### src/rtl/alu_pkg.sv
// Shared definitions for the sign-magnitude ALU command path.
package alu_pkg;

    localparam int MAG_W = 4;   // operand magnitude width
    localparam int RES_W = 5;   // result magnitude width (carry out of 4-bit add)

    localparam logic [2:0] OP_ADD  = 3'd0;
    localparam logic [2:0] OP_SUB  = 3'd1;
    localparam logic [2:0] OP_NEGB = 3'd2;
    localparam logic [2:0] OP_EQ   = 3'd3;
    localparam logic [2:0] OP_GT   = 3'd4;
    localparam logic [2:0] OP_LT   = 3'd5;
    localparam logic [2:0] OP_AND  = 3'd6;
    localparam logic [2:0] OP_XOR  = 3'd7;

    typedef enum logic [1:0] {
        IDLE   = 2'd0,
        SETTLE = 2'd1,
        RESP   = 2'd2
    } seq_state_e;

    typedef struct packed {
        logic [2:0]       op;
        logic             sa;
        logic [MAG_W-1:0] a;
        logic             sb;
        logic [MAG_W-1:0] b;
    } alu_cmd_t;

    localparam int CMD_W = $bits(alu_cmd_t);

    // The ALU mishandles -0, so a zero magnitude always carries a positive sign.
    function automatic logic norm_sign(input logic s, input logic [MAG_W-1:0] m);
        return s && (m != '0);
    endfunction

endpackage

### src/rtl/sync_cmd_fifo.sv
// Single-clock FIFO with registered storage and extra-bit wrap pointers.
module sync_cmd_fifo #(
    parameter int WIDTH = 13,
    parameter int DEPTH = 4
) (
    input  logic             clk,
    input  logic             rst,
    input  logic             i_push,
    input  logic [WIDTH-1:0] i_din,
    input  logic             i_pop,
    output logic [WIDTH-1:0] o_dout,
    output logic             o_full,
    output logic             o_empty
);

    localparam int AW = $clog2(DEPTH);

    logic [AW:0]      r_wr_ptr;
    logic [AW:0]      r_rd_ptr;
    logic [WIDTH-1:0] r_mem [DEPTH];
    logic             w_push;
    logic             w_pop;

    // A push into a full FIFO is dropped even if a pop happens the same cycle.
    assign w_push  = i_push && !o_full;
    assign w_pop   = i_pop && !o_empty;
    assign o_empty = (r_wr_ptr == r_rd_ptr);
    assign o_full  = (r_wr_ptr[AW] != r_rd_ptr[AW]) &&
                     (r_wr_ptr[AW-1:0] == r_rd_ptr[AW-1:0]);
    assign o_dout  = r_mem[r_rd_ptr[AW-1:0]];

    // Pointer update; reset empties the FIFO.
    always_ff @(posedge clk or posedge rst) begin
        if (rst) begin
            r_wr_ptr <= '0;
            r_rd_ptr <= '0;
        end else begin
            if (w_push) r_wr_ptr <= r_wr_ptr + 1'b1;
            if (w_pop)  r_rd_ptr <= r_rd_ptr + 1'b1;
        end
    end

    // Storage write; contents need no reset since empty masks them.
    always_ff @(posedge clk) begin
        if (w_push) r_mem[r_wr_ptr[AW-1:0]] <= i_din;
    end

endmodule

### src/rtl/alu_cmd_sequencer.sv
// Queues ALU commands, drives them to the ALU one at a time, and returns results.
module alu_cmd_sequencer
    import alu_pkg::*;
#(
    parameter int FIFO_DEPTH    = 4,
    parameter int SETTLE_CYCLES = 1
) (
    input  logic             clk,
    input  logic             rst,
    input  logic             cmd_valid,
    output logic             cmd_ready,
    input  logic [2:0]       cmd_op,
    input  logic [MAG_W-1:0] cmd_a,
    input  logic [MAG_W-1:0] cmd_b,
    input  logic             cmd_sa,
    input  logic             cmd_sb,
    output logic [MAG_W-1:0] alu_a,
    output logic [MAG_W-1:0] alu_b,
    output logic             alu_sa,
    output logic             alu_sb,
    output logic [2:0]       alu_sel,
    input  logic [RES_W-1:0] alu_f,
    input  logic             alu_sf,
    input  logic             alu_status,
    output logic             rsp_valid,
    input  logic             rsp_ready,
    output logic [2:0]       rsp_op,
    output logic [RES_W-1:0] rsp_f,
    output logic             rsp_sf,
    output logic             rsp_status,
    output logic             busy
);

    localparam int CNT_W = $clog2(SETTLE_CYCLES + 1);

    seq_state_e       r_state;
    seq_state_e       w_next;
    logic [CNT_W-1:0] r_cnt;
    alu_cmd_t         w_cmd_in;
    alu_cmd_t         w_head;
    logic             w_push;
    logic             w_pop;
    logic             w_full;
    logic             w_empty;
    logic             w_capture;
    logic             w_rsp_done;

    logic [MAG_W-1:0] r_alu_a;
    logic [MAG_W-1:0] r_alu_b;
    logic             r_alu_sa;
    logic             r_alu_sb;
    logic [2:0]       r_alu_sel;
    logic             r_rsp_valid;
    logic [2:0]       r_rsp_op;
    logic [RES_W-1:0] r_rsp_f;
    logic             r_rsp_sf;
    logic             r_rsp_status;

    // Push normaliser: -0 operands are stored as +0.
    always_comb begin
        w_cmd_in    = '0;
        w_cmd_in.op = cmd_op;
        w_cmd_in.a  = cmd_a;
        w_cmd_in.b  = cmd_b;
        w_cmd_in.sa = norm_sign(cmd_sa, cmd_a);
        w_cmd_in.sb = norm_sign(cmd_sb, cmd_b);
    end

    assign cmd_ready = !w_full && !rst;
    assign w_push    = cmd_valid && cmd_ready;

    sync_cmd_fifo #(
        .WIDTH (CMD_W),
        .DEPTH (FIFO_DEPTH)
    ) u_fifo (
        .clk     (clk),
        .rst     (rst),
        .i_push  (w_push),
        .i_din   (w_cmd_in),
        .i_pop   (w_pop),
        .o_dout  (w_head),
        .o_full  (w_full),
        .o_empty (w_empty)
    );

    // FSM state register.
    always_ff @(posedge clk or posedge rst) begin
        if (rst) r_state <= IDLE;
        else     r_state <= w_next;
    end

    // FSM next state: one command in flight at a time.
    always_comb begin
        w_next = r_state;
        case (r_state)
            IDLE:    if (!w_empty)              w_next = SETTLE;
            SETTLE:  if (r_cnt == CNT_W'(1))    w_next = RESP;
            RESP:    if (rsp_ready)             w_next = IDLE;
            default:                            w_next = IDLE;
        endcase
    end

    // FSM outputs: datapath strobes.
    always_comb begin
        w_pop      = 1'b0;
        w_capture  = 1'b0;
        w_rsp_done = 1'b0;
        case (r_state)
            IDLE:    w_pop      = !w_empty;
            SETTLE:  w_capture  = (r_cnt == CNT_W'(1));
            RESP:    w_rsp_done = rsp_ready;
            default: ;
        endcase
    end

    // ALU drive registers; they hold the last command until the next pop.
    always_ff @(posedge clk or posedge rst) begin
        if (rst) begin
            r_alu_a   <= '0;
            r_alu_b   <= '0;
            r_alu_sa  <= 1'b0;
            r_alu_sb  <= 1'b0;
            r_alu_sel <= '0;
        end else if (w_pop) begin
            r_alu_a   <= w_head.a;
            r_alu_b   <= w_head.b;
            r_alu_sa  <= w_head.sa;
            r_alu_sb  <= w_head.sb;
            r_alu_sel <= w_head.op;
        end
    end

    // Settle counter: loaded at pop, counts down while the ALU inputs settle.
    always_ff @(posedge clk or posedge rst) begin
        if (rst)                     r_cnt <= '0;
        else if (w_pop)              r_cnt <= CNT_W'(SETTLE_CYCLES);
        else if (r_state == SETTLE)  r_cnt <= r_cnt - 1'b1;
    end

    // Response registers: captured once per command, held until accepted.
    always_ff @(posedge clk or posedge rst) begin
        if (rst) begin
            r_rsp_valid  <= 1'b0;
            r_rsp_op     <= '0;
            r_rsp_f      <= '0;
            r_rsp_sf     <= 1'b0;
            r_rsp_status <= 1'b0;
        end else if (w_capture) begin
            r_rsp_valid  <= 1'b1;
            r_rsp_op     <= r_alu_sel;
            r_rsp_f      <= alu_f;
            r_rsp_sf     <= (alu_f == '0) ? 1'b0 : alu_sf;
            r_rsp_status <= alu_status;
        end else if (w_rsp_done) begin
            r_rsp_valid  <= 1'b0;
        end
    end

    assign alu_a      = r_alu_a;
    assign alu_b      = r_alu_b;
    assign alu_sa     = r_alu_sa;
    assign alu_sb     = r_alu_sb;
    assign alu_sel    = r_alu_sel;
    assign rsp_valid  = r_rsp_valid;
    assign rsp_op     = r_rsp_op;
    assign rsp_f      = r_rsp_f;
    assign rsp_sf     = r_rsp_sf;
    assign rsp_status = r_rsp_status;
    assign busy       = (r_state != IDLE) || !w_empty;

endmodule

### config.mk
export PLATFORM = sky130hd
export DESIGN_NAME = alu_cmd_sequencer
export DESIGN_NICKNAME = d
export VERILOG_FILES = /design/src/rtl/alu_pkg.sv /design/src/rtl/sync_cmd_fifo.sv /design/src/rtl/alu_cmd_sequencer.sv
export SDC_FILE = /design/constraint.sdc
export NUM_CORES = 1
export LEC_CHECK = 0
export ABC_AREA = 1
export CORE_MARGIN = 4
export CORE_UTILIZATION = 25
export CTS_CLUSTER_DIAMETER = 150
export CTS_CLUSTER_SIZE = 24
export DETAILED_ROUTE_END_ITERATION = 12
export HOLD_SLACK_MARGIN = 0.05
export MAX_ROUTING_LAYER = met4
export PLACE_DENSITY = 0.44
export SLEW_MARGIN = 20
export SYNTH_ARGS = -nofsm -noshare
export SYNTH_HDL_FRONTEND = slang
export SYNTH_HIERARCHICAL = 1
export SYNTH_SLANG_ARGS = --single-unit
export TNS_END_PERCENT = 50
### constraint.sdc
create_clock -name clk -period 2.8 [get_ports clk]
set_clock_uncertainty 0.1 [all_clocks]
set_input_delay 0.28 -clock clk [delete_from_list [all_inputs] [get_ports clk]]
set_output_delay 0.28 -clock clk [all_outputs]
set_load 0.005 [all_outputs]
==> qor.csv <==
stage,metric,value,unit
status,status,"finished, final reports clean",
timing,post-route worst setup slack,0.318,ns
detailed_routing,via count,2309,
placed_design,GP Congestion,0.788,
worst_setup_path,arrival time at the worst endpoint,2.36,ns
power_and_ir_drop,Clock power frac,23.3,%
finish,filler cell count,1405,
finish,"commonest non-fill, non-tap cells in the layout","nand2_1, edfxtp_1, clkdlybuf4s50_1",
clocking,CTS Buf Count,9,
clocking,# resized after CTS,0,
yosys,synthesized cell area,3520,um2
power_and_ir_drop,PwrDens,1060,nW/um2
worst_hold_path,Hold Crit Class,input port to asynchronous set/reset pin,
global_routing,initial antenna violation count,0,
detailed_routing,Via density,4.14,
floorplan,# IOs,50,
detailed_routing,Post-Route M1 WL,3900,um
worst_setup_path,critical path peak fanout,14,
floorplan,# rows,43,
floorplan,overall die height,127,um
yosys,synthesized flop and latch total,85,
detailed_routing,Highest Signal Layer,met4,
global_routing,first-pass GRT wire length,12700,um
detailed_routing,Initial DRC Count,88,
finish,"most common cell after layout, fill and taps aside",nand2_1,
timing,Final setup viols,0,
floorplan,Starting Density,25.5,%
power_and_ir_drop,VDD IR max,0.397,mV
timing,Slew Limit Fails,0,
timing,worst slew pin tran,0.734,ns
yosys,syn avg cell area,11.1,um2
clocking,H-tree Lvls,3,
timing,final count of hold timing violations,0,
placed_design,post-detail-place hpwl,5280,um
clocking,setup bufs post-CTS,0,
yosys,Synth Instances,317,
global_routing,Overflow after GRT,0,
power_and_ir_drop,Reg power frac,39.3,%
placed_design,IO buf count,49,
yosys,Synthesis Warnings,6,
global_routing,Global Route Usage Sum,10.6,%
worst_setup_path,Critical Path Sink Type,register,
timing,fin crit period,2.48,ns
power_and_ir_drop,Lkg Pwr,1.83,nW
floorplan,core region area,13800,um2
timing,f_max,0.403,GHz
clocking,worst skew pair latency,0.34,ns
finish,area grow syn2layout,27.0,%
clocking,clock buffer depth,2,
detailed_routing,First-pass DRT Iterations,4,
placed_design,Place WS,0.271,ns
finish,Final nets,402,
finish,Antenna Cells,0,
timing,setup TNS,0,ns
power_and_ir_drop,Sw Ratio,36.1,%
yosys,net count after synthesis,346,
timing,RSZ-0062 raised after global routing,no,
timing,Tcrit/Tclk final,88.7,%
global_routing,vias in the first global route,2385,
power_and_ir_drop,Logic pwr share,37.4,%
floorplan,die footprint,16000,um2
detailed_routing,Met3 Wirelength,368,um
detailed_routing,Post-Route WL,7760,um
detailed_routing,met2 wire len,3380,um
clocking,Root Buffer,clkbuf_16,
clocking,clock slew at reported path FFs,0.06,ns
detailed_routing,DRC,0,
clocking,"Hold-fix buffers, CTS",0,
power_and_ir_drop,P_int,3.02,mW
worst_setup_path,kind of critical path,register to register,
clocking,CTS tree,yes,
detailed_routing,Antenna Violating Nets Remaining,0,
floorplan,Die X,127,um
finish,fin area,4470,um2
finish,fraction of layout cells with a size suffix above 1,8.73,%
yosys,register area share after synthesis,67.8,%
flow_run,max_cap viols,0,
clocking,clock net sink count,85,
yosys,count of cell types in the netlist,26,
placed_design,Area after DPL,4200,um2
power_and_ir_drop,Psw,1.71,mW
worst_setup_path,crit path launch type,register,
worst_setup_path,CP required,2.67,ns
global_routing,largest net degree at the start of global routing,30,
timing,Slew headroom,50.9,%
detailed_routing,wire per inst,13.9,um
## final cells by class
cell class | count | area [um2] | share of cell area (%)
repair buffers | 56 | 543 | 12.1
clock inverters | 7 | 47.5 | 1.06
multi-input cells | 192 | 933 | 20.9
clock buffers | 9 | 225 | 5.03
inverters | 29 | 111 | 2.49
well taps | 180 | 225 | 5.03
flip-flops and latches | 85 | 2390 | 53.4
## final timing paths
path / startpoint / end / slack, ns / depth (start not counted)
setup / recovery: u_fifo/r_rd_ptr[1] / u_fifo/r_mem[3][8] / 0.32 / 10
hold / removal: rst / u_fifo/r_wr_ptr[2] / 0.15 / 2
hold reg to reg: rsp_valid / rsp_valid / 0.38 / 2
min in group clk: rsp_valid / rsp_valid / 0.38 / 2
setup reg to reg: u_fifo/r_rd_ptr[1] / u_fifo/r_mem[3][8] / 0.32 / 10
max in group asynchronous: rst / rsp_op[0] / 2.03 / 3
## logic make-up after synthesis
group | Yosys count | share of synthesized area, %
AO/OA/AOI/OAI | 52 | 8.07
XOR/XNOR | 2 | 0.711
adder cells (fa/ha/maj) | 5 | 1.78
buffers and inverters | 40 | 5.69
flip-flops | 85 | 67.8
AND/OR/NAND/NOR | 133 | 16.0
## state kept, by name, summed over array words and instances (netlist names)
signal           flops
r_cnt                1
rsp_sf               1
alu_a                4
u_fifo/r_rd_ptr      3
rsp_valid            1
alu_b                4
alu_sa               1
u_fifo/r_mem        52
rsp_status           1
u_fifo/r_wr_ptr      3
alu_sb               1
r_state              2
alu_sel              3
rsp_f                5
rsp_op               3
## metrics by stage
step / hold WS [ns] / power [mW] / instances / utilization (%)
2_1_floorplan: -0.0290 / 3.03 / 317 / -
6_report: 0.154 / 4.73 / 558 / 32.4
3_3_place_gp: 0.362 / 3.68 / 542 / 30.4
5_1_grt: 0.188 / 5.11 / 558 / 32.4
3_5_place_dp: 0.370 / 3.69 / 542 / 30.4
4_1_cts: 0.154 / 4.82 / 558 / 32.4
## power groups by stage
stage          Clock, mW  Combinational (mW)  Sequential [mW]
5_1_grt             1.19                2.02             1.90
3_5_place_dp           0                1.81             1.89
4_1_cts             1.14                1.82             1.86
3_3_place_gp           0                1.80             1.88
2_1_floorplan          0                1.15             1.87
6_report            1.10                1.77             1.86
## critical path, cell delays in order, from the launching register on
cell and delay [ns]:
dfrtp_1 0.48, inv_2 0.18, nand2_1 0.11, nand2_2 0.08, nand3_4 0.12, inv_1 0.07
nor3b_1 0.27, nand2_1 0.08, inv_1 0.08, nand2_1 0.07, inv_1 0.47
## cell usage after synthesis (all sizes together)
master | count | area share, %
nand2 | 81 | 9.2
edfxtp | 52 | 44
nor2 | 38 | 4.1
o21ai | 36 | 5.1
dfrtp | 33 | 23
inv | 29 | 3.2
o22ai | 13 | 2.3
nand3 | 12 | 2.2
buf | 11 | 2.5
ha | 5 | 1.8
a21boi | 2 | 0.43
nand3b | 1 | 0.21
nor3b | 1 | 0.21
o31ai | 1 | 0.21
xnor2 | 1 | 0.46
xor2 | 1 | 0.25
## layer usage
layer	vias to the layer above	track usage (%)
met5	-	-
met4	0	3.97
met3	7	3.58
met2	48	15.3
met1	1081	13.9
li1	1173	-
Note: power is estimated with default switching activity, not from simulation.
==> RTL edit 1: new RTL, same settings <==
Put one more register stage on the output `rsp_status`, without a reset. The value now appears one clock later. The other outputs are not delayed to match.
--- a/src/rtl/alu_cmd_sequencer.sv
+++ b/src/rtl/alu_cmd_sequencer.sv
@@ -165,7 +165,9 @@
     assign rsp_op     = r_rsp_op;
     assign rsp_f      = r_rsp_f;
     assign rsp_sf     = r_rsp_sf;
-    assign rsp_status = r_rsp_status;
+    always_ff @(posedge clk) begin
+        rsp_status <= r_rsp_status;
+    end
     assign busy       = (r_state != IDLE) || !w_empty;
 
 endmodule
Behaviour: not the same (a bounded check fails within 4 cycles, from zero or initial values and one cycle with rst high).
==> RTL edit 1 against the unedited design <==
Count of clock-buffer cells in the layout up 3. Cell area up 1.5%. Sequential cell count up 1. Routed wire length down 0.75%. Via count up 2.3%. Power up 3.4%. Synthesized area up 0.57%. Setup slack better by 0.039 ns. Utilization up 0.34 points. Largest cell class unchanged.
==> RTL edit 1: results (changes against the unedited design) <==
stage	metric	value	unit	change
routing	drtIter0Drc	139		was 88
routing	vias	2361		was 2309
power_and_ir_drop	irDropWorstVdd	0.296	mV	was 0.397 mV
cells_and_area	final_layout_size_suffix_gt1_share	8.97	%	was 8.73%
logic_synthesis	ys_seq_area_share	68.0	%	was 67.8%
place	placedCellCount	543		was 542
run_status	status	finished clean		unchanged
logic_synthesis	synth_cells	318		was 317
logic_synthesis	synth_area_leaders	edfxtp_1 44%, dfrtp_1 23%, nand2_1 8.2%		unchanged
place	dp_hpwl	5.31	mm	was 5.28 mm
logic_synthesis	synth_cell_type_count	27		was 26
global_routing	grt_pass1_wl	12.8	mm	was 12.7 mm
cells_and_area	fin_nets	403		was 402
cells_and_area	final_cells	559		was 558
power_and_ir_drop	static-leakage-power	0.00186	uW	was 0.00183 uW
place	io_buffers	49		unchanged
clocking	cts.clk_slew.worst_paths	0.06	ns	about the same
sta	tightest_slew	0.731	ns	was 0.734 ns
routing	routed_wl	7.70	mm	was 7.76 mm
power_and_ir_drop	p_int	3210	uW	was 3020 uW
place	place.gp.congestion	0.757		was 0.788
place	place_area	4220	um^2	was 4200 um^2
critical_path	cp_data_arrival_time	2.31	ns	was 2.36 ns
logic_synthesis	async_flop_share	38.4	%	was 38.8%
global_routing	grt_use_total	10.4	%	was 10.6%
logic_synthesis	synth_nets	347		was 346
global_routing	antenna_found_initial	0		unchanged
==> RTL edit 1: cell types whose count changed in the layout (fill, tap and decap cells not counted) <==
cell / change
clkbuf_8: +3
bufinv_16: +1
clkinv_1: -1
clkinv_2: -1
clkinv_4: -1
dfxtp_1: +1
inv_6: -1
==> RTL edit 1: area by class of cell <==
type | instances | area, um^2
timing repair buffer | 56 | 543
clock inverter | 4 | 51.3
multi-input combinational | 192 | 933
fill | 1404 | 9340
sequential | 86 | 2410
inverter | 29 | 111
clock buffer | 12 | 267
tap | 180 | 225
==> RTL edit 1: cells by family after synthesis <==
group / count (synthesis) / share of synthesized area [%]
compound gates: 52 / 8.02
xor+xnor: 2 / 0.707
buf+inv: 40 / 5.65
simple gates: 133 / 15.9
flops: 86 / 68.0
fa+ha+maj: 5 / 1.77
==> RTL edit 1: worst max-delay path: cells and delay by family (launching register included) <==
kind | cells | cell delay, ns
buffers and inverters | 4 | 0.77
AND/OR/NAND/NOR | 6 | 0.73
flip-flops | 1 | 0.50
==> RTL edit 1: metrics by stage <==
step	hold slack, ns	setup WS (ns)
floorplan	-0.0290	0.390
global placement	0.252	0.391
detailed placement	0.257	0.312
CTS	0.144	0.271
global route	0.169	0.0195
finish	0.155	0.356
==> RTL edit 1: path summary, 6_finish.rpt <==
| path | end | slack (ns) | cells after the start |
|---|---|---|---|
| min | alu_b[1] | 0.16 | 2 |
| max | u_fifo/r_mem[3][9] | 0.36 | 10 |
| min in group clk | rsp_status | 0.27 | 0 |
| min reg2reg | rsp_status | 0.27 | 0 |
| max in group asynchronous | alu_a[3] | 1.89 | 3 |
| max reg2reg | u_fifo/r_mem[3][9] | 0.36 | 10 |
==> RTL edit 1: power groups by stage <==
stage | registers, uW | logic [uW] | clock network [uW]
2_1_floorplan | 1900 | 1150 | 0
3_3_place_gp | 1900 | 1810 | 0
3_5_place_dp | 1910 | 1820 | 0
4_1_cts | 1880 | 1830 | 1270
5_1_grt | 1920 | 2060 | 1320
6_report | 1880 | 1780 | 1230
==> RTL edit 1: layer usage <==
layer	routed length, um	vias to the layer above	global-route usage, %
met3	330	13	2.34
met4	126	0	3.91
li1	-	1173	-
met5	0	-	-
met1	3680	1116	13.4
met2	3560	59	16.2
==> RTL edit 2: new RTL, same settings <==
Without the edit above. The parameter `FIFO_DEPTH` goes from 4 to 8.
--- a/src/rtl/alu_cmd_sequencer.sv
+++ b/src/rtl/alu_cmd_sequencer.sv
@@ -2,7 +2,7 @@
 module alu_cmd_sequencer
     import alu_pkg::*;
 #(
-    parameter int FIFO_DEPTH    = 4,
+    parameter int FIFO_DEPTH    = 8,
     parameter int SETTLE_CYCLES = 1
 ) (
     input  logic             clk,
Function: changed (Yosys sat finds a counterexample within 10 cycles, from zero or initial values and one cycle with rst high).
==> RTL edit 2 against the unedited design <==
Setup slack improved by 0.019 ns. Via count is 67% higher. Register-to-register slack gained 0.12 ns. Synthesized area is 63% higher. Power increased by 60%. Hold slack got worse by 0.017 ns. Cell area rose by 60%. Sequential cell count is 54 higher. Routed wire length grew 84%. Highest routed layer unchanged.
==> RTL edit 2: results (changes against the unedited design) <==
stage	metric	value	unit	change
run_status	status	finished clean		unchanged
global_routing	antenna_found_initial	0		unchanged
critical_path	reg2reg_slack	0.44	ns	was 0.32 ns
clocking	hold_buffers	0		unchanged
global_routing	grt_max_degree	54		was 30
clocking	cts.clk_slew.worst_paths	0.06	ns	about the same
place	dp_hpwl	9.55	mm	was 5.28 mm
critical_path	path_max_fanout	8		was 14
clocking	htree_levels	4		was 3
routing	drtIter0Drc	363		was 88
cells_and_area	antenna_cells	0		unchanged
clocking	worstSkewPairLatency	0.42	ns	was 0.34 ns
clocking	cts.path.max_buffers	2		unchanged
global_routing	grt_use_total	11.8	%	was 10.6%
logic_synthesis	ys_seq_area_share	69.9	%	was 67.8%
clocking	clockRootBuffer	clkbuf_16		unchanged
critical_path	ff2ff_path_depth	12		was 10
routing	vias	3864		was 2309
sta	max-slew-margin-rel	54.0	%	was 50.9%
critical_path	reg2reg_to	u_fifo/r_mem[7][11]		was u_fifo/r_mem[3][8]
power_and_ir_drop	irDropWorstVdd	0.437	mV	was 0.397 mV
cells_and_area	largest_register_ffs	104		was 52
logic_synthesis	synthFlopType	edfxtp_1		unchanged
routing	met2_length	6.51	mm	was 3.38 mm
logic_synthesis	synth_nets	537		was 346
place	io_buffers	49		unchanged
logic_synthesis	synth_edf_count	104		was 52
min_path	hold_path.class	in2async		unchanged
global_routing	grt_pass1_wl	22.6	mm	was 12.7 mm
clocking	cts_setup_buffers	0		unchanged
routing	dr_wl_met3	539	um	was 368 um
clocking	ctsResizeCount	0		unchanged
logic_synthesis	synth_area_leaders	edfxtp_1 55%, dfrtp_1 15%, nand2_1 8.3%		was edfxtp_1 44%, dfrtp_1 23%, nand2_1 8.2%
logic_synthesis	async_flop_share	25.2	%	was 38.8%
clocking	cts_buffers	17		was 9
sta	fin_hold_ws	0.137	ns	was 0.154 ns
critical_path	cp_data_arrival_time	2.08	ns	was 2.36 ns
place	place.gp.congestion	0.865		was 0.788
critical_path	reg2reg_from	u_fifo/r_wr_ptr[0]		was u_fifo/r_rd_ptr[1]
power_and_ir_drop	static-leakage-power	0.00277	uW	was 0.00183 uW
cells_and_area	fin_nets	606		was 402
logic_synthesis	synth_common_cells	127 x nand2_1, 104 x edfxtp_1, 69 x nor2_1		was 77 x nand2_1, 52 x edfxtp_1, 37 x nor2_1
routing	wl_met1	7.04	mm	was 3.90 mm
routing	wl_per_cell	16.3	um	was 13.9 um
routing	top_layer_used	met4		unchanged
logic_synthesis	synth_cell_type_count	29		was 26
logic_synthesis	synth-warning-count	6		unchanged
cells_and_area	final_layout_size_suffix_gt1_share	11.3	%	was 8.73%
routing	dr.pass1.iters	5		was 4
==> RTL edit 2: cell types whose count changed after synthesis, sizes merged, moves of 3 or more <==
cell    unedited run  this run
ha                 5         2
nor2              38        71
o21ai             36        62
nand3             12        15
edfxtp            52       104
o22ai             13        26
nand2             81       133
buf               11        16
clkbuf             0         8
==> RTL edit 2: worst max-delay path, stage by stage (launching register included) <==
cell             delay (ns)
dfrtp_1                0.46
inv_1                  0.16
nand2_1                0.09
a21oi_1                0.19
nand2_2                0.14
inv_1                  0.11
nand2_1                0.06
clkdlybuf4s50_1        0.45
==> RTL edit 2: worst max path at each step <==
| stage | from | end | slack, ns | depth (start not counted) |
|---|---|---|---|---|
| global placement | u_fifo/r_rd_ptr[1] | u_fifo/r_mem[7][7] | 0.50 | 13 |
| floorplan | u_fifo/r_rd_ptr[0] | u_fifo/r_mem[4][0] | 0.1 | 9 |
| finish | u_fifo/r_wr_ptr[0] | busy | 0.34 | 7 |
| CTS | u_fifo/r_wr_ptr[0] | cmd_ready | 0.29 | 7 |
| detailed placement | u_fifo/r_rd_ptr[1] | u_fifo/r_mem[7][3] | 0.46 | 13 |
| global route | u_fifo/r_wr_ptr[0] | busy | 0.16 | 7 |
==> RTL edit 2: cell families after synthesis <==
kind of cell	share of synthesized area (%)
XOR/XNOR	0.459
adder cells (fa/ha/maj)	0.437
flip-flops	69.9
AND/OR/NAND/NOR	16.0
AO/OA/AOI/OAI	8.74
buffers and inverters	4.48
==> RTL edit 2: area by class of cell <==
type / count / area [um^2]
well taps: 285 / 357
fillers: 2292 / 15400
inverters: 29 / 111
multi-input cells: 319 / 1470
clock inverters: 13 / 121
repair buffers: 74 / 678
flip-flops and latches: 139 / 4000
clock buffers: 19 / 433
==> RTL edit 2: metal layers <==
| metal | vias up | global-route usage (%) |
|---|---|---|
| met1 | 1858 | 15.6 |
| met3 | 16 | 2.90 |
| met2 | 101 | 18.0 |
| li1 | 1889 | - |
| met4 | 0 | 3.91 |
| met5 | - | - |
==> RTL edit 2: where the power goes <==
group | leakage, uW | internal [uW] | switching [uW] | total (uW)
Combinational | 0.00114 | 984 | 1680 | 2660
Clock | 0.000253 | 1230 | 878 | 2100
Sequential | 0.00137 | 2590 | 207 | 2800
==> RTL edit 2: stage by stage <==
stage          util (%)  std cells  worst slack (ns)  cell area (um^2)
6_report           31.8        878             0.337              7170
5_1_grt            31.8        878             0.158              7170
3_5_place_dp       29.3        846             0.464              6610
2_1_floorplan         -        511            0.0963              5720
3_3_place_gp       29.3        846             0.500              6610
4_1_cts            31.8        878             0.294              7170
